==> config.mk <==
export PLATFORM = sky130hd
export DESIGN_NAME = triangle_uploader_flat
export DESIGN_NICKNAME = d
export VERILOG_FILES = /design/src/rtl/triangle_uploader_if.sv /design/src/rtl/triangle_uploader.sv /design/src/flat_wrapper.sv
export SDC_FILE = /design/constraint.sdc
export NUM_CORES = 1
export LEC_CHECK = 0
export ABC_AREA = 1
export CAP_MARGIN = 20
export CORE_AREA = 2 2 160 162
export CTS_CLUSTER_SIZE = 30
export DETAILED_ROUTE_END_ITERATION = 10
export DIE_AREA = 0 0 162 164
export HOLD_SLACK_MARGIN = 0.1
export PLACE_DENSITY = 0.8
export SLEW_MARGIN = 10
export SYNTH_ARGS = -nofsm -noshare
export SYNTH_HDL_FRONTEND = slang
export SYNTH_SLANG_ARGS = --single-unit
==> constraint.sdc <==
create_clock -name clk -period 5.3 [get_ports clk]
set_clock_uncertainty 0.15 [all_clocks]
set_input_delay 1.325 -clock clk [delete_from_list [all_inputs] [get_ports clk]]
set_output_delay 1.325 -clock clk [all_outputs]
set_load 0.02 [all_outputs]
==> src/rtl/triangle_uploader_if.sv <==
`default_nettype none
// ============================================================================
//  Module   : triangle_uploader_if
//  Purpose  : Byte-level link between triangle_uploader and a host UART.
//             The master side sequences outgoing bytes and consumes incoming
//             ones; the slave side is the UART instance.
//  Revision : 1.0 - initial release
// ============================================================================
interface triangle_uploader_if;

  logic [7:0] tx_data;     // byte to transmit
  logic       trmt;        // one-cycle transmit strobe
  logic       tx_done;     // transmit-complete level from the UART
  logic [7:0] rx_data;     // received byte
  logic       rx_rdy;      // received byte available
  logic       clr_rx_rdy;  // consume the received byte

  modport master (
    output tx_data,
    output trmt,
    output clr_rx_rdy,
    input  tx_done,
    input  rx_data,
    input  rx_rdy
  );

  modport slave (
    input  tx_data,
    input  trmt,
    input  clr_rx_rdy,
    output tx_done,
    output rx_data,
    output rx_rdy
  );

endinterface
`default_nettype wire

==> src/rtl/triangle_uploader.sv <==
`default_nettype none
// ============================================================================
//  Module   : triangle_uploader
//  Purpose  : Host-side end of the bootloader serial protocol. Streams a
//             32-bit triangle count followed by 18 bytes per triangle into a
//             UART transmitter, one byte outstanding at a time, and
//             independently assembles the returning R,G,B byte stream into
//             pixel writes for a capture memory.
//  Revision : 1.0 - initial release
// ============================================================================
module triangle_uploader #(
  parameter int NUM_PIXELS = 307200,
  parameter int PIX_AW     = 21
) (
  input  logic                clk,
  input  logic                reset,

  // Upload control
  input  logic                start,
  input  logic [31:0]         num_tris,
  output logic                busy,
  output logic                upload_done,

  // Triangle memory (combinational read)
  output logic [31:0]         tri_rd_addr,
  input  logic [143:0]        tri_rd_data,

  // UART byte link
  triangle_uploader_if.master uart,

  // Pixel capture
  output logic                pix_valid,
  output logic [PIX_AW-1:0]   pix_addr,
  output logic [23:0]         pix_rgb,
  output logic                frame_done
);

  // --------------------------------------------------------------------------
  // Constants
  // --------------------------------------------------------------------------
  localparam logic [2:0] c_IDLE = 3'd0;
  localparam logic [2:0] c_LOAD = 3'd1;
  localparam logic [2:0] c_SEND = 3'd2;
  localparam logic [2:0] c_WAIT = 3'd3;
  localparam logic [2:0] c_DONE = 3'd4;

  localparam logic [4:0] c_COUNT_BYTES = 5'd4;
  localparam logic [4:0] c_TRI_BYTES   = 5'd18;

  localparam logic [PIX_AW-1:0] c_LAST_PIX = PIX_AW'(NUM_PIXELS - 1);
  localparam logic [PIX_AW-1:0] c_PIX_ONE  = PIX_AW'(1);

  // --------------------------------------------------------------------------
  // TX path state
  // --------------------------------------------------------------------------
  logic [2:0]   r_state;
  logic [31:0]  r_num_tris;    // count latched on the accepted start
  logic [31:0]  r_tri_idx;     // next triangle to load
  logic [143:0] r_shift;       // outgoing bytes, low byte goes first
  logic [4:0]   r_byte_cnt;    // bytes still to send from r_shift
  logic         r_tx_done_q;   // previous tx_done level for edge detection

  logic         w_tx_done_rise;
  logic         w_tris_left;

  // A byte is complete only on a fresh rising edge of tx_done, so a level
  // left high from the previous byte can never release the next one early.
  assign w_tx_done_rise = uart.tx_done & ~r_tx_done_q;
  assign w_tris_left    = (r_tri_idx < r_num_tris);

  // Registered copy of tx_done used for rising-edge detection
  always_ff @(posedge clk) begin
    if (reset) begin
      r_tx_done_q <= 1'b0;
    end else begin
      r_tx_done_q <= uart.tx_done;
    end
  end

  // Upload sequencer: count bytes, then each triangle word, one byte per
  // tx_done handshake
  always_ff @(posedge clk) begin
    if (reset) begin
      r_state    <= c_IDLE;
      r_num_tris <= '0;
      r_tri_idx  <= '0;
      r_shift    <= '0;
      r_byte_cnt <= '0;
    end else begin
      case (r_state)
        c_IDLE: begin
          if (start) begin
            r_num_tris <= num_tris;
            r_tri_idx  <= '0;
            r_shift    <= {112'd0, num_tris};
            r_byte_cnt <= c_COUNT_BYTES;
            r_state    <= c_SEND;
          end
        end

        c_SEND: begin
          // The strobe for the current low byte is driven in this state;
          // advance to the next byte now so it is ready after the handshake.
          r_shift    <= {8'd0, r_shift[143:8]};
          r_byte_cnt <= r_byte_cnt - 5'd1;
          r_state    <= c_WAIT;
        end

        c_WAIT: begin
          if (w_tx_done_rise) begin
            if (r_byte_cnt != 5'd0) begin
              r_state <= c_SEND;
            end else if (w_tris_left) begin
              r_state <= c_LOAD;
            end else begin
              r_state <= c_DONE;
            end
          end
        end

        c_LOAD: begin
          r_shift    <= tri_rd_data;
          r_byte_cnt <= c_TRI_BYTES;
          r_tri_idx  <= r_tri_idx + 32'd1;
          r_state    <= c_SEND;
        end

        c_DONE: begin
          r_state <= c_IDLE;
        end

        default: begin
          r_state <= c_IDLE;
        end
      endcase
    end
  end

  assign uart.trmt    = (r_state == c_SEND);
  assign uart.tx_data = r_shift[7:0];
  assign busy         = (r_state != c_IDLE);
  assign upload_done  = (r_state == c_DONE);
  assign tri_rd_addr  = r_tri_idx;

  // --------------------------------------------------------------------------
  // RX path: R, G, B bytes form one pixel write
  // --------------------------------------------------------------------------
  logic [1:0]        r_rx_cnt;      // position of the next byte in the pixel
  logic [7:0]        r_red;
  logic [7:0]        r_green;
  logic              r_pix_valid;
  logic [PIX_AW-1:0] r_pix_addr;
  logic [23:0]       r_pix_rgb;
  logic              r_frame_done;

  // The UART drops rx_rdy once it sees clr_rx_rdy, so each rx_rdy cycle is
  // exactly one new byte.
  assign uart.clr_rx_rdy = uart.rx_rdy;

  // Pixel assembly and capture-address sequencing
  always_ff @(posedge clk) begin
    if (reset) begin
      r_rx_cnt     <= 2'd0;
      r_red        <= '0;
      r_green      <= '0;
      r_pix_valid  <= 1'b0;
      r_pix_addr   <= '0;
      r_pix_rgb    <= '0;
      r_frame_done <= 1'b0;
    end else begin
      r_pix_valid  <= 1'b0;
      r_frame_done <= 1'b0;

      // The address is held for the write cycle and advances right after,
      // so pix_addr always names the pixel that pix_valid reports.
      if (r_pix_valid) begin
        if (r_pix_addr == c_LAST_PIX) begin
          r_pix_addr <= '0;
        end else begin
          r_pix_addr <= r_pix_addr + c_PIX_ONE;
        end
      end

      if (uart.rx_rdy) begin
        case (r_rx_cnt)
          2'd0: begin
            r_red    <= uart.rx_data;
            r_rx_cnt <= 2'd1;
          end
          2'd1: begin
            r_green  <= uart.rx_data;
            r_rx_cnt <= 2'd2;
          end
          default: begin
            r_pix_rgb    <= {r_red, r_green, uart.rx_data};
            r_pix_valid  <= 1'b1;
            r_frame_done <= (r_pix_addr == c_LAST_PIX);
            r_rx_cnt     <= 2'd0;
          end
        endcase
      end
    end
  end

  assign pix_valid  = r_pix_valid;
  assign pix_addr   = r_pix_addr;
  assign pix_rgb    = r_pix_rgb;
  assign frame_done = r_frame_done;

endmodule
`default_nettype wire

==> src/flat_wrapper.sv <==
// flat-port wrapper written by rule: the top's interface ports become plain ports
module triangle_uploader_flat 
#(
  parameter int NUM_PIXELS = 307200,
  parameter int PIX_AW     = 21
)
  (clk, reset, start, num_tris, busy, upload_done, tri_rd_addr, tri_rd_data, pix_valid, pix_addr, pix_rgb, frame_done, uart_tx_data, uart_trmt, uart_clr_rx_rdy, uart_tx_done, uart_rx_data, uart_rx_rdy);
  triangle_uploader_if uart_i ();
  input  logic clk;
  input  logic reset;
  input  logic start;
  input  logic [31:0] num_tris;
  output logic busy;
  output logic upload_done;
  output logic [31:0] tri_rd_addr;
  input  logic [143:0] tri_rd_data;
  output logic pix_valid;
  output logic [PIX_AW-1:0] pix_addr;
  output logic [23:0] pix_rgb;
  output logic frame_done;
  output wire logic [$bits(uart_i.tx_data)-1:0] uart_tx_data;
  output wire logic [$bits(uart_i.trmt)-1:0] uart_trmt;
  output wire logic [$bits(uart_i.clr_rx_rdy)-1:0] uart_clr_rx_rdy;
  input wire logic [$bits(uart_i.tx_done)-1:0] uart_tx_done;
  input wire logic [$bits(uart_i.rx_data)-1:0] uart_rx_data;
  input wire logic [$bits(uart_i.rx_rdy)-1:0] uart_rx_rdy;
  assign uart_tx_data = uart_i.tx_data;
  assign uart_trmt = uart_i.trmt;
  assign uart_clr_rx_rdy = uart_i.clr_rx_rdy;
  assign uart_i.tx_done = uart_tx_done;
  assign uart_i.rx_data = uart_rx_data;
  assign uart_i.rx_rdy = uart_rx_rdy;
  triangle_uploader #(.NUM_PIXELS(NUM_PIXELS), .PIX_AW(PIX_AW)) u_core (.clk(clk), .reset(reset), .start(start), .num_tris(num_tris), .busy(busy), .upload_done(upload_done), .tri_rd_addr(tri_rd_addr), .tri_rd_data(tri_rd_data), .uart(uart_i), .pix_valid(pix_valid), .pix_addr(pix_addr), .pix_rgb(pix_rgb), .frame_done(frame_done));
endmodule
==> results of run 1 <==
==> power by group <==
part           leakage [nW]  total, mW  internal, mW  switching, mW
clock network         0.536       2.28          1.44          0.841
logic                  3.12      0.766         0.312          0.454
registers              2.30       2.30          2.24         0.0590
==> path summary, 6_finish.rpt <==
kind	start	to	slack, ns	cells past startpoint
worst max-delay path	uart_rx_rdy	uart_clr_rx_rdy	1.39	2
worst min-delay path	u_core.r_green[0]	u_core.pix_rgb[8]	0.31	2
worst max register to register	u_core.r_state[2]	u_core.tri_rd_addr[3]	2.11	7
worst min register to register	u_core.r_green[0]	u_core.pix_rgb[8]	0.31	2
==> metal layers <==
metal | up-vias | GRT usage (%) | wire, µm
met5 | - | 0 | 0
met4 | 0 | 7.32 | 879
met3 | 64 | 6.46 | 3260
met2 | 480 | 45.3 | 17500
met1 | 5711 | 33.8 | 15200
li1 | 5944 | - | -
==> synthesized netlist by cell type (2+ instances only) <==
| library cell | n | area (µm²) |
|---|---|---|
| a41oi_1 | 15 | 131 |
| inv_2 | 5 | 18.8 |
| o21ai_0 | 126 | 631 |
| a31oi_1 | 2 | 12.5 |
| nand4_1 | 14 | 87.6 |
| buf_4 | 18 | 135 |
| clkbuf_1 | 59 | 221 |
| nor2_1 | 329 | 1230 |
| nor2_4 | 3 | 33.8 |
| nor3_4 | 3 | 48.8 |
| nor3_2 | 3 | 30.0 |
| buf_2 | 25 | 125 |
| nand3_2 | 2 | 20.0 |
| nand3_1 | 24 | 120 |
| a221oi_1 | 127 | 1110 |
| a21oi_1 | 124 | 621 |
| dfxtp_1 | 282 | 5650 |
| nand2_2 | 3 | 18.8 |
| nand2_1 | 196 | 736 |
| a211oi_1 | 4 | 30.0 |
| a22oi_1 | 2 | 15.0 |
| inv_1 | 168 | 631 |
| xor2_1 | 7 | 61.3 |
| nor4_1 | 6 | 37.5 |
| buf_1 | 5 | 18.8 |
| nor3_1 | 26 | 130 |
| nor2_2 | 6 | 37.5 |
| xnor2_1 | 3 | 26.3 |
| ha_1 | 34 | 425 |
==> metrics by stage <==
stage                     util [%]  instance area (µm²)  power, mW  std cells
after floorplan                  -                12500       2.79       1633
after global placement        61.6                15300       3.08       2145
after detailed placement      61.6                15300       3.10       2145
after CTS                     66.0                16400       5.37       2197
after global routing          66.0                16400       5.56       2197
final                         66.0                16400       5.34       2198
==> registers in the layout, summed over array words and instances (netlist names), 2 cells and up <==
signal / flops
u_core.r_byte_cnt: 5
u_core.pix_addr: 21
u_core.pix_rgb: 24
u_core.tri_rd_addr: 32
u_core.r_num_tris: 32
u_core.r_shift: 144
u_core.r_state: 3
u_core.r_green: 8
u_core.r_red: 8
u_core.r_rx_cnt: 2
==> placed cells by master, fill, tap and decap left out, types with 15 or more instances in the layout <==
master,netlist,final
o21ai_0,126,126
ha_1,34,34
a21oi_1,124,124
dfxtp_1,282,282
nor3_1,26,26
clkbuf_16,0,31
a221oi_1,127,127
nand2_1,196,196
a41oi_1,15,15
nand3_1,24,24
inv_1,168,166
clkdlybuf4s50_1,0,278
nor2_1,329,329
==> area by class of cell <==
type | instances | area, µm² | area share [%]
Sequential cell | 282 | 5650 | 34.4
Antenna cell | 1 | 2.50 | 0.0153
Clock buffer | 44 | 925 | 5.64
Timing Repair Buffer | 290 | 2890 | 17.6
Multi-Input combinational cell | 1069 | 5700 | 34.7
Tap cell | 330 | 413 | 2.52
Inverter | 174 | 657 | 4.01
Clock inverter | 8 | 168 | 1.02
==> cell families (layout without fill, tap and decap cells) <==
kind of cell	Yosys count	count (layout)	share of synthesized area, %
other	0	1	0
adders and majority gates	34	34	3.40
buffers and inverters	282	516	9.27
AOI/OAI and AO/OA	406	406	20.8
DFF	282	282	45.2
and+or+nand+nor	619	619	20.6
xor gates and xnor gates	10	10	0.701
==> flow_summary.toml, run 1 <==
[outcome]
status = "complete, no violations"

[drt]
antenna_left = 0
via_count = 12199
routed_wirelength_mm = 36.8
drtPass1Iterations = 8
dr.first_iter.drc_count = 1075
vias_per_cell = 5.55
drc = 0
wire_per_inst_um = 16.7

[layout]
final_net_count = 2070
syn_to_final_growth_pct = 31.1
fill_cells = 2093
drive_gt1_share_pct = 4.93

[cts]
htree_levels = 1
clock-sinks = 282
clk_path_buf_depth = 3
post_cts_buffers = 0
post_cts_resized = 0
numCtsBuffers = 30
path_clk_slew_ns = 0.06
hold_buffers = 0
cts-root-buf = "clkbuf_16"
worstSkewPairLatency_ns = 0.55
cts_tree = "done"

[global_route]
grt_max_degree = 103
grt_pass1_vias = 11481
grt_antenna_before_repair = 1
grt_overflow = 0
grt_util_all_layers_pct = 26.6
grt_pass1_wl_mm = 58.1

[sta]
fin_crit_sh_pct = 73.7
min_period_ns = 3.91
drv_slew = 0
setup_ws_ns = 1.39
worstMarginPinSlew_ns = 1.14
max-slew-margin-rel_pct = 24.2
rsz0062_at_grt = "false"
finalSetupTns_ns = 0
fmax_ghz = 0.256
hold_viol = 0
setup_viol = 0
whs_ns = 0.305

[synthesis]
yosys_warnings = 0
avgSynthCellArea_um2 = 7.65
synth_edf_count = 0
synth_area_mm2 = 0.0125
ys_types = 41
ys_seq_area_share_pct = 45.2
synth_nets = 1856
synth_flop_cell = "dfxtp_1"
syn_inst = 1633
ys_ff_latch = 282
async_flop_share_pct = 0

[worst_setup_path]
path_cells = "clkdlybuf4s50_1 -> clkdlybuf4s50_1"
cp_max_fo = 3
worst-setup-path-type = "input pin to output port"
crit_family = "buffers and inverters"
worstPathRequired_ns = 3.83
crit_buf_inv = 2
crit_path_end_kind = "output port"
slowest_delay_ns = 0.61
crit_path_start_kind = "input pin"
crit_arrival_ns = 2.43
critPathSlowestCell = "clkdlybuf4s50_1"
cp_common_cell = "clkdlybuf4s50_1"

[floorplanning]
start_util_pct = 50.4
die_h_um = 164
die_x_um = 162
core-area_mm2 = 0.0248
io-pin-count = 280
die_area_mm2 = 0.0266
rows = 58

[power]
power_density_mw_per_mm2 = 326
p_leak_nw = 5.95
irDropWorstVdd_uv = 211

[placement]
dp_hpwl_mm = 24.6
port_buffers = 279
place.gp.congestion = 0.874
dp_slack_ns = 1.39

[min_path]
hold_class = "flip-flop to flip-flop"

[run]
maxCapViolCount = 0
Power figures use the tool's default switching activity.
==> run 2, diff against run 1 <==
--- a/config.mk
+++ b/config.mk
@@ -7,12 +7,12 @@
 export LEC_CHECK = 0
 export ABC_AREA = 1
 export CAP_MARGIN = 20
-export CORE_AREA = 2 2 160 162
+export CORE_AREA = 2 2 168 170
 export CTS_CLUSTER_SIZE = 30
 export DETAILED_ROUTE_END_ITERATION = 10
-export DIE_AREA = 0 0 162 164
+export DIE_AREA = 0 0 170 172
 export HOLD_SLACK_MARGIN = 0.1
-export PLACE_DENSITY = 0.8
+export PLACE_DENSITY = 0.76
 export SLEW_MARGIN = 10
 export SYNTH_ARGS = -nofsm -noshare
 export SYNTH_HDL_FRONTEND = slang
==> constraint.sdc (replaced) <==
create_clock -name clk -period 3.34 [get_ports clk]
set_clock_uncertainty 0.15 [all_clocks]
set_input_delay 0.835 -clock clk [delete_from_list [all_inputs] [get_ports clk]]
set_output_delay 0.835 -clock clk [all_outputs]
set_load 0.02 [all_outputs]
==> run 2 against run 1 <==
Critical endpoint is now uart_trmt. Flip-flop and latch count unchanged. First-iteration DRC count decreased by 3.8%. Highest routed layer unchanged. Critical path depth increased by 1. Register-to-register slack got worse by 1.2 ns. Wire length increased by 0.41%. Sequential share of layout area decreased by 0.30 points. Sequential power increased by 58%. Clock-buffer cell count increased by 3. Clock power increased by 56%. Worst setup slack got worse by 1.0 ns. Total power increased by 58%.
==> flow_summary.toml, run 2 (synthesis results as in run 1) <==
[outcome]
status = "complete, no violations"

[cts]
hold_buffers = 0
numCtsBuffers = 31
cts_tree = "done"
clk_path_buf_depth = 3
post_cts_resized = 0
path_clk_slew_ns = 0.06
post_cts_buffers = 0
clock-sinks = 282
cts-root-buf = "clkbuf_16"
htree_levels = 1
worstSkewPairLatency_ns = 0.57

[floorplanning]
rows = 61
start_util_pct = 45.5
die_area_mm2 = 0.0292
core-area_mm2 = 0.0275
die_x_um = 170
io-pin-count = 280
die_h_um = 172

[sta]
min_period_ns = 2.99
fin_crit_sh_pct = 89.4
max-slew-margin-rel_pct = 45.0
worstMarginPinSlew_ns = 0.825
setup_viol = 0
rsz0062_at_grt = "false"
hold_viol = 0
fmax_ghz = 0.335
drv_slew = 0
finalSetupTns_ns = 0

[layout]
diodes = 0
regMostFlops = "u_core.r_shift"
mostFrequentLayoutCell = "nor2_1"
mostFrequentLayoutCells = "nor2_1 (329), dfxtp_1 (282), clkdlybuf4s50_1 (278)"
drive_gt1_share_pct = 5.58
fill_cells = 2429
largest_reg_flops = 144
fin_util_pct = 60.2
syn_to_final_growth_pct = 32.3
final_net_count = 2081

[worst_setup_path]
worstPathRequired_ns = 2.35
crit_path_end_kind = "output port"
worst-setup-path-type = "flip-flop to output port"
crit_arrival_ns = 2.00
path_cells = "inv_1 -> nor3_4 -> clkdlybuf4s50_1"
cp_max_fo = 4
crit_family = "buffers and inverters"
critPathSlowestCell = "clkdlybuf4s50_1"
crit_path_start_kind = "flip-flop"
crit_buf_inv = 2
slowest_delay_ns = 0.73

[global_route]
grt_overflow = 0
grt_pass1_wl_mm = 59.3
grt_pass1_vias = 11910
grt_antenna_before_repair = 0
grt_max_degree = 154
grt_util_all_layers_pct = 24.8

[run]
maxCapViolCount = 0

[power]
irDropWorstVdd_uv = 362
power_density_mw_per_mm2 = 511
p_leak_nw = 6.02

[drt]
via_count = 12235
drtPass1Iterations = 5
antenna_left = 0
routed_wirelength_mm = 37.0
dr.first_iter.drc_count = 1034
drc = 0
vias_per_cell = 5.49
wire_per_inst_um = 16.6

[placement]
dp_hpwl_mm = 25.0
port_buffers = 279
place.gp.congestion = 0.857

[min_path]
hold_class = "flip-flop to flip-flop"
run 2: cell types whose count changed in the layout (fill, tap and decap cells not counted), sizes merged:
cell      before  now
clkbuf        44   47
clkinvlp       1    0
clkinv         4    8
bufinv         5    3
inv          172  174
buf           12   22
diode          1    0
run 2: final cells by class:
| type | count | area (µm²) | share of cell area (%) |
|---|---|---|---|
| multi-input cells | 1069 | 5700 | 34.4 |
| flip-flops and latches | 282 | 5650 | 34.1 |
| repair buffers | 300 | 3020 | 18.3 |
| clock buffers | 47 | 936 | 5.66 |
| inverters | 174 | 657 | 3.97 |
| well taps | 346 | 433 | 2.62 |
| clock inverters | 11 | 145 | 0.878 |
run 2: worst min-delay path, cell delays in order (launching register included):
cell and delay, ns:
dfxtp_1 0.29, inv_1 0.06, a21oi_1 0.05
run 2: final timing paths:
| path | depth (start not counted) | end | from | slack, ns |
|---|---|---|---|---|
| hold / removal | 2 | u_core.r_green[0] | u_core.r_green[0] | 0.30 |
| setup reg to reg | 7 | u_core.tri_rd_addr[29] | u_core.r_state[2] | 0.94 |
| hold reg to reg | 2 | u_core.r_green[0] | u_core.r_green[0] | 0.30 |
| setup / recovery | 3 | uart_trmt | u_core.r_state[1] | 0.35 |
run 2: report_power, final:
part,switching (mW),leakage [nW],internal (mW)
Sequential,0.0882,2.30,3.55
Combinational,0.734,3.19,0.522
Clock,1.40,0.536,2.16
run 2: layer usage:
layer / global-route usage, % / wire length (µm) / share of wire (%) / vias to the layer above
li1: - / - / - / 5985
met5: 0 / 0 / 0 / -
met1: 30.3 / 15500 / 42 / 5729
met4: 8.44 / 1120 / 3.0 / 0
met3: 5.81 / 3040 / 8.2 / 75
met2: 42.9 / 17300 / 47 / 446
run 2: stage by stage:
stage	total power, mW	hold slack [ns]	cells	area (µm²)	setup WS [ns]
2_1_floorplan	4.43	0.280	1633	12500	1.26
3_3_place_gp	4.93	0.290	2171	15500	0.416
3_5_place_dp	4.96	0.297	2171	15500	0.401
4_1_cts	8.51	0.306	2229	16500	0.342
5_1_grt	8.79	0.324	2229	16500	0.265
6_report	8.46	0.303	2229	16500	0.353
==> run 3, diff against run 2 <==
--- a/config.mk
+++ b/config.mk
@@ -7,12 +7,12 @@
 export LEC_CHECK = 0
 export ABC_AREA = 1
 export CAP_MARGIN = 20
-export CORE_AREA = 2 2 168 170
+export CORE_AREA = 2 2 191 136
 export CTS_CLUSTER_SIZE = 30
 export DETAILED_ROUTE_END_ITERATION = 10
-export DIE_AREA = 0 0 170 172
+export DIE_AREA = 0 0 193 138
 export HOLD_SLACK_MARGIN = 0.1
-export PLACE_DENSITY = 0.76
+export PLACE_DENSITY = 0.8
 export SLEW_MARGIN = 10
 export SYNTH_ARGS = -nofsm -noshare
 export SYNTH_HDL_FRONTEND = slang
==> constraint.sdc (replaced) <==
create_clock -name clk -period 3.8 [get_ports clk]
set_clock_uncertainty 0.15 [all_clocks]
set_input_delay 0.95 -clock clk [delete_from_list [all_inputs] [get_ports clk]]
set_output_delay 0.95 -clock clk [all_outputs]
set_load 0.02 [all_outputs]
==> run 3 against run 2 <==
Register-to-register slack better by 0.17 ns. Via count rose by 0.62%. Highest routed layer unchanged. Combinational power decreased by 14%. Sequential share of layout area increased by 0.42 points. Final area decreased by 1.2%. Non-clock buffer count shrank 2. Core utilization is 4.8 points higher. Hold slack better by 0.0034 ns.
==> flow_summary.toml, run 3 (synthesis results as in run 1) <==
[layout]
mostFrequentLayoutCell = "nor2_1"
mostFrequentLayoutCells = "nor2_1 (329), dfxtp_1 (282), clkdlybuf4s50_1 (278)"
final_net_count = 2077
regMostFlops = "u_core.r_shift"
drive_gt1_share_pct = 5.07
largest_reg_flops = 144
layout.cells.non_filler = 2206
fill_cells = 2170
stdcell_area_mm2 = 0.0163
syn_to_final_growth_pct = 30.7

[drt]
drc = 0
wire_per_inst_um = 16.6
drtPass1Iterations = 5
dr.first_iter.drc_count = 980
via_count = 12311
vias_per_cell = 5.58
routed_wirelength_mm = 36.6
antenna_left = 0

[sta]
worstMarginPinSlew_ns = 1.01
whs_ns = 0.307
rsz0062_at_grt = "false"
max-slew-margin-rel_pct = 32.9
hold_viol = 0
drv_slew = 0
min_period_ns = 3.34
fin_crit_sh_pct = 87.9
fmax_ghz = 0.299
setup_viol = 0
finalSetupTns_ns = 0

[worst_setup_path]
r2r_end = "u_core.r_shift[22]"
worst-setup-path-type = "flip-flop to output port"
reg2reg_slack_ns = 1.11
crit_path_start_kind = "flip-flop"
crit_end = "upload_done"
rr_worst_depth = 6
critPathLaunch = "u_core.r_state[2]"
crit_path_end_kind = "output port"
cp_max_fo = 6
worstPathRequired_ns = 2.70
crit-reg2reg-launch = "u_core.r_state[2]"
crit_arrival_ns = 2.24

[outcome]
status = "complete, no violations"

[floorplanning]
rows = 49
die_area_mm2 = 0.0266
core-area_mm2 = 0.0251
start_util_pct = 49.7
die_x_um = 193
die_h_um = 138
io-pin-count = 280

[placement]
place.gp.congestion = 0.892
dp.cells = 2154
dp_hpwl_mm = 25.5
port_buffers = 279
placedInstanceArea_mm2 = 0.0154

[global_route]
grt_util_all_layers_pct = 26.5
grt_antenna_before_repair = 1
grt_max_degree = 86
grt_pass1_vias = 11342
grt_overflow = 0
grt_pass1_wl_mm = 58.0

[cts]
worstSkewPairLatency_ns = 0.54
htree_levels = 1
numCtsBuffers = 29
post_cts_resized = 0
hold_buffers = 0
cts-root-buf = "clkbuf_16"
path_clk_slew_ns = 0.06
post_cts_buffers = 0
cts_tree = "done"
clock-sinks = 282
clk_path_buf_depth = 3

[power]
power_switching_mw = 1.89
clock_power_share_pct = 39.7
seqPwrFrac_pct = 45.1
irDropWorstVdd_uv = 322
p_leak_nw = 5.93
share_comb_of_total_power_pct = 15.3
power_density_mw_per_mm2 = 435
p_sw_share_pct = 26.6
internal_power_mw = 5.21

[min_path]
whs_path_depth = 2
hold_class = "flip-flop to flip-flop"

[run]
maxCapViolCount = 0
==> run 3: final cells by class <==
cell class	count	area, µm²	share of cell area (%)
repair buffers	298	2980	18.3
diodes	1	2.50	0.0153
flip-flops and latches	282	5650	34.6
well taps	331	414	2.54
multi-input cells	1069	5700	34.9
inverters	174	657	4.02
clock inverters	10	116	0.712
clock buffers	41	821	5.02
==> run 3: worst max-delay path: stages, from the launching register on <==
cell and delay [ns]:
dfxtp_1 0.44, inv_2 0.10, nor3_1 0.45, clkdlybuf4s50_1 0.71
==> run 3: worst min-delay path by stage <==
stage | slack (ns) | end | from
3_3_place_gp | 0.29 | u_core.pix_rgb[8] | u_core.r_green[0]
4_1_cts | 0.31 | u_core.r_num_tris[3] | u_core.r_num_tris[3]
6_report | 0.31 | u_core.r_num_tris[23] | u_core.r_num_tris[23]
5_1_grt | 0.33 | u_core.r_num_tris[3] | u_core.r_num_tris[3]
2_1_floorplan | 0.28 | u_core.pix_rgb[10] | u_core.r_green[2]
3_5_place_dp | 0.30 | u_core.r_num_tris[3] | u_core.r_num_tris[3]
==> run 3: stage by stage <==
stage	util, %	total power, mW	worst slack, ns
after floorplan	-	3.90	1.61
after global placement	61.2	4.31	0.653
after detailed placement	61.2	4.34	0.642
after CTS	65.0	7.15	0.465
after global routing	65.0	7.40	0.403
final	65.0	7.10	0.459
==> run 3: per-layer routing <==
metal	vias to the layer above	routed length [µm]	track usage [%]
li1	5970	-	-
met1	5814	16600	38.2
met3	61	3060	5.81
met5	-	0	0
met4	0	944	7.34
met2	466	16100	39.8
==> run 3: power by group through the flow <==
| stage | sequential [mW] | clock (mW) | combinational, mW |
|---|---|---|---|
| floorplan | 3.25 | 0 | 0.647 |
| global placement | 3.26 | 0 | 1.05 |
| detailed placement | 3.26 | 0 | 1.08 |
| CTS | 3.20 | 2.86 | 1.08 |
| global route | 3.21 | 2.99 | 1.19 |
| finish | 3.20 | 2.82 | 1.08 |
